==> src/rtl/lvds_7to1_tx_framer.sv <==
// lvds_7to1_tx_framer
// Transmit-side framer for a 7:1 LVDS video link (VESA 24-bit mapping).
// One pixel per tx_sclk is packed into four 7-bit data-lane words plus a
// forwarded-clock word. After reset it sends IDLE_WORDS blank words and
// then a TRAIN_WORDS-long training burst. Only then does it accept live
// pixels. The link partner can request retraining with train_req.
//
// Ports:
//   tx_sclk       in   serializer slow clock, one word per cycle
//   rst           in   asynchronous active-high reset
//   pix_data      in   {R[7:0], G[7:0], B[7:0]}
//   pix_hs/vs/de  in   sync and data-enable, qualified by pix_valid
//   pix_valid     in   upstream has a pixel
//   pix_ready     out  framer accepts a pixel (decode of state == DATA)
//   train_req     in   single-cycle retrain request
//   tx_clk_word   out  clock-lane word, bit 6 serialized first
//   tx_data_word  out  lane n in bits [7n+6:7n], bit 6 serialized first
//   link_up       out  high while in DATA
//   underflow_cnt out  saturating count of DATA cycles with no pixel
module lvds_7to1_tx_framer #(
  parameter int unsigned TRAIN_WORDS = 1024,
  parameter int unsigned IDLE_WORDS  = 16,
  parameter logic [6:0]  TRAIN_PAT   = 7'b1100011
) (
  input  logic        tx_sclk,
  input  logic        rst,
  input  logic [23:0] pix_data,
  input  logic        pix_hs,
  input  logic        pix_vs,
  input  logic        pix_de,
  input  logic        pix_valid,
  output logic        pix_ready,
  input  logic        train_req,
  output logic [6:0]  tx_clk_word,
  output logic [27:0] tx_data_word,
  output logic        link_up,
  output logic [15:0] underflow_cnt
);

  localparam logic [6:0]  CLK_PAT    = 7'b1100011;
  localparam logic [15:0] IDLE_LAST  = 16'(IDLE_WORDS - 1);
  localparam logic [15:0] TRAIN_LAST = 16'(TRAIN_WORDS - 1);
  localparam logic [15:0] CNT_MAX    = 16'hFFFF;

  typedef enum logic [1:0] {
    S_IDLE  = 2'd0,
    S_TRAIN = 2'd1,
    S_DATA  = 2'd2
  } state_t;

  state_t      state;
  logic [15:0] cnt;
  logic        hs_q;
  logic        vs_q;

  logic [7:0]  r;
  logic [7:0]  g;
  logic [7:0]  b;
  logic        accept;
  logic [27:0] pix_word;
  logic [27:0] blank_word;

  // Ready depends only on the registered state, never on pix_valid.
  assign pix_ready = (state == S_DATA);
  assign accept    = pix_valid & pix_ready;

  assign r = pix_data[23:16];
  assign g = pix_data[15:8];
  assign b = pix_data[7:0];

  // VESA 24-bit lane mapping: {lane3, lane2, lane1, lane0}
  assign pix_word = {1'b0, b[7:6], g[7:6], r[7:6],
                     pix_de, pix_vs, pix_hs, b[5:2],
                     b[1:0], g[5:1],
                     g[0], r[5:0]};

  // Blank word keeps the last accepted sync levels so the sink's timing is undisturbed.
  assign blank_word = {7'b0, 1'b0, vs_q, hs_q, 4'b0, 7'b0, 7'b0};

  // FSM, word counter and all registered outputs
  always_ff @(posedge tx_sclk or posedge rst) begin
    if (rst) begin
      state         <= S_IDLE;
      cnt           <= 16'd0;
      hs_q          <= 1'b0;
      vs_q          <= 1'b0;
      tx_clk_word   <= 7'd0;
      tx_data_word  <= 28'd0;
      link_up       <= 1'b0;
      underflow_cnt <= 16'd0;
    end else begin
      tx_clk_word <= CLK_PAT;
      case (state)
        S_IDLE: begin
          tx_data_word <= 28'd0;
          if (cnt == IDLE_LAST) begin
            state   <= S_TRAIN;
            cnt     <= 16'd0;
            link_up <= 1'b0;
          end else begin
            cnt <= cnt + 16'd1;
          end
        end
        S_TRAIN: begin
          tx_data_word <= {TRAIN_PAT, TRAIN_PAT, TRAIN_PAT, TRAIN_PAT};
          // A restart request wins over finishing the burst.
          if (train_req) begin
            cnt <= 16'd0;
          end else if (cnt == TRAIN_LAST) begin
            state   <= S_DATA;
            cnt     <= 16'd0;
            link_up <= 1'b1;
          end else begin
            cnt <= cnt + 16'd1;
          end
        end
        S_DATA: begin
          if (accept) begin
            tx_data_word <= pix_word;
            hs_q         <= pix_hs;
            vs_q         <= pix_vs;
          end else begin
            tx_data_word <= blank_word;
            if (underflow_cnt != CNT_MAX) begin
              underflow_cnt <= underflow_cnt + 16'd1;
            end
          end
          // A pixel accepted on the request cycle is still emitted above.
          if (train_req) begin
            state   <= S_TRAIN;
            cnt     <= 16'd0;
            link_up <= 1'b0;
          end
        end
        default: begin
          state        <= S_IDLE;
          cnt          <= 16'd0;
          tx_data_word <= 28'd0;
          link_up      <= 1'b0;
        end
      endcase
    end
  end

endmodule

==> config.mk <==
export PLATFORM = sky130hd
export DESIGN_NAME = lvds_7to1_tx_framer
export DESIGN_NICKNAME = d
export VERILOG_FILES = /design/src/rtl/lvds_7to1_tx_framer.sv
export SDC_FILE = /design/constraint.sdc
export NUM_CORES = 1
export LEC_CHECK = 0
export ABC_AREA = 1
export BUFFER_PORTS_ARGS = -buffer_cell sky130_fd_sc_hd__buf_4
export CAP_MARGIN = 20
export CORE_MARGIN = 2
export CORE_UTILIZATION = 48
export CTS_CLUSTER_SIZE = 14
export DETAILED_ROUTE_END_ITERATION = 8
export PLACE_DENSITY = 0.76
export SETUP_SLACK_MARGIN = 0.3
export SLEW_MARGIN = 5
export SYNTH_ARGS = -nofsm -noshare
export SYNTH_HDL_FRONTEND = slang
export SYNTH_SLANG_ARGS = --single-unit
==> constraint.sdc <==
create_clock -name tx_sclk -period 1.55 [get_ports tx_sclk]
set_input_delay 0 -clock tx_sclk [delete_from_list [all_inputs] [get_ports tx_sclk]]
set_output_delay 0 -clock tx_sclk [all_outputs]
set_load 0.1 [all_outputs]
==> results.yml <==
synth:
  synth_area_um2: 3290
  syn_avg_cell_area_um2: 7.97
  yosys_warnings: 0
  synth_cell_types: 26
  synth_top_area_share_pct: 49.4
  yosysSeqAreaShare_pct: 49.4
  ys_ff_latch: 65
  synthTopCellsByArea: "dfrtp_1, nand2_1, inv_1, nor2_1, o21ai_0"
  yosysTopAreaCell: "dfrtp_1"
  syn_inst: 413
cells_and_area:
  n_fill_cell: 323
  num_antenna_cells: 0
  drive_gt1_share_pct: 47.1
  area_growth_pct: 70.1
  nNetsFinal: 628
  final_cell_mix: "buf_4, nand2_1, dfrtp_1"
  layout_commonest_cell: "buf_4"
  stdcell_count: 676
floorplanning:
  row_count: 30
  ios: 84
  dieArea_um2: 7540
  start_util_pct: 49.0
  die_x_um: 86.8
  dieHeight_um: 86.8
  core_area_um2: 6720
pwr:
  p_int_w: 0.00284
  switching_power_w: 0.000977
  leakagePower_nw: 2.78
  ir_drop_mv: 0.607
  power_frac_comb_pct: 10.5
  switching_share_pct: 25.6
  p_per_area_nw_per_um2: 681
  seqPwrFrac_pct: 45.5
  clockPowerShare_pct: 44.1
grt:
  antenna_found_initial: 0
  grt_pass1_vias: 3623
  track_usage_pct: 29.6
  grt_pass1_wl_um: 17000
  grt_max_degree: 32
  gr-total-overflow: 0
clock_tree:
  clock_path_buffers: 2
  cts_tree: "done"
  clkSinkCount: 65
  htreeDepth: 3
  clk_pin_slew_ps: 80
  cts-buffers-inserted: 9
  clock-root-buffer: "clkbuf_8"
  insertion_delay_ps: 350
detailed_routing:
  drt_iter0_drc: 300
  drtPass1Iterations: 6
  final_antenna_net_count: 0
  wl_per_cell_um: 18.2
  drc_errors: 0
  totalWireLength_um: 12300
  vias: 3639
  via_per_inst: 5.38
sta:
  fmax_ghz: 0.627
  post-route-min-period_ps: 1600
  fin_crit_sh_pct: 103
  worst_slack_ps: -45.4
  finalMaxSlewViolations: 0
  hold_slack_ps: 73.5
  rsz0062_at_grt: "true"
  finalClockSkew_ps: 11.0
  hold_viol_final: 0
  finalSetupViolations: 4
run_status:
  violations: "negative setup slack"
  status: "complete, but fails checks"
placement:
  routabilityCongestion: 0.943
  io_buffers: 80
  dp_slack_ps: -23.0
  placed_cells: 589
  hpwl_um: 5650
setup_path:
  critical_path_class: "flip-flop to flip-flop"
  max_stage_delay_ps: 510
  crit_required_ps: 1800
  slowest_stage: "dfrtp_4"
  start_kind: "flip-flop"
  path_max_fanout: 6
  crit_path_end_kind: "flip-flop"
  arrival_ps: 1840
  path_cells: "ha_4, nand2_4, nand3_1, nor3_2, nand2_1, nand2_1, nand2_1, nand2_2, inv_2"
  crit_path_frequent_cell: "nand2_1"
  r2r_setup_slack_ps: -50
min_path:
  worstHoldPathType: "primary input to flip-flop"
run:
  cap_violations: 0
-- worst paths after layout --
check | from | end | depth (start not counted)
setup reg to reg | state[1] | cnt[14] | 9
hold / removal | pix_valid | tx_data_word[15] | 3
hold reg to reg | underflow_cnt[4] | underflow_cnt[4] | 2
setup / recovery | state[1] | cnt[14] | 9
max in group asynchronous | rst | cnt[8] | 4
min in group asynchronous | rst | vs_q | 3
-- power groups by stage --
stage                     logic [W]  registers (W)  clock network (W)
after floorplan            0.000156        0.00177                  0
after global placement     0.000268        0.00177                  0
after detailed placement   0.000270        0.00177                  0
after CTS                  0.000365        0.00173            0.00167
after global routing       0.000427        0.00174            0.00176
final                      0.000399        0.00174            0.00168
-- per-stage QoR --
stage                     TNS [ps]  util (%)  total power (W)  area, um^2
final                        -86.1      83.4          0.00381        5600
after floorplan              -7930         -          0.00193        3390
after detailed placement     -23.0      62.7          0.00204        4210
after global routing          -892      83.4          0.00393        5600
after CTS                        0      78.5          0.00377        5270
after global placement           0      62.7          0.00203        4210
-- area by class of cell --
type	instances	area (um^2)	area share [%]
Timing Repair Buffer	175	1520	27.2
Clock buffer	10	138	2.46
Clock inverter	6	91.3	1.63
Timing Repair inverter	3	28.8	0.514
Sequential cell	65	1650	29.5
Tap cell	80	100	1.79
Multi-Input combinational cell	283	1850	33.1
Inverter	54	219	3.91
-- repair_timing --
action | in CTS | in global routing
hold buffers | 39 | 0
setup endpoints to repair | 64 | 65
gates cloned | 4 | 0
buffers inserted | 17 | 11
pin swaps | 31 | 29
resized for setup | 84 | 66
endpoints found under the hold margin | 46 | 0
-- sequential cells by signal (all words and copies together), names as in the netlist --
register       flops
cnt               16
hs_q               1
tx_data_word      28
vs_q               1
state              2
tx_clk_word        1
underflow_cnt     16
-- kinds of logic (layout without fill, tap and decap cells) --
group                    Yosys count  after routing  synth area share [%]
AO/OA/AOI/OAI                     30             30                  4.94
XOR/XNOR                          18             18                  4.79
adder cells (fa/ha/maj)            6              6                  2.28
buffers and inverters             68            248                  9.31
flip-flops                        65             65                  49.4
other                              2              4                 0.228
AND/OR/NAND/NOR                  224            225                  29.1
-- synthesized netlist by cell type (all sizes together) --
cell	count
o21bai	1
clkbuf	5
a21boi	1
o21ai	25
xor2	12
buf	9
inv	54
conb	2
nor3	6
nand3	23
nand2	132
a21oi	3
nand4	8
dfrtp	65
ha	6
nor2	53
xnor2	6
nand3b	2
-- routing by layer --
layer	vias to the layer above	global-route usage, %	routed length (um)
met2	214	52.1	6530
met4	0	15.9	510
met3	53	6.86	821
met5	-	0	0
li1	1625	-	-
met1	1747	33.0	4420
-- critical path, delay by kind of cell, from the launching register on --
kind,cells,cell delay [ps]
buffers and inverters,1,30
and+or+nand+nor,7,740
adders and majority gates,1,200
DFF,1,510
(Power assumes the default switching activity.)
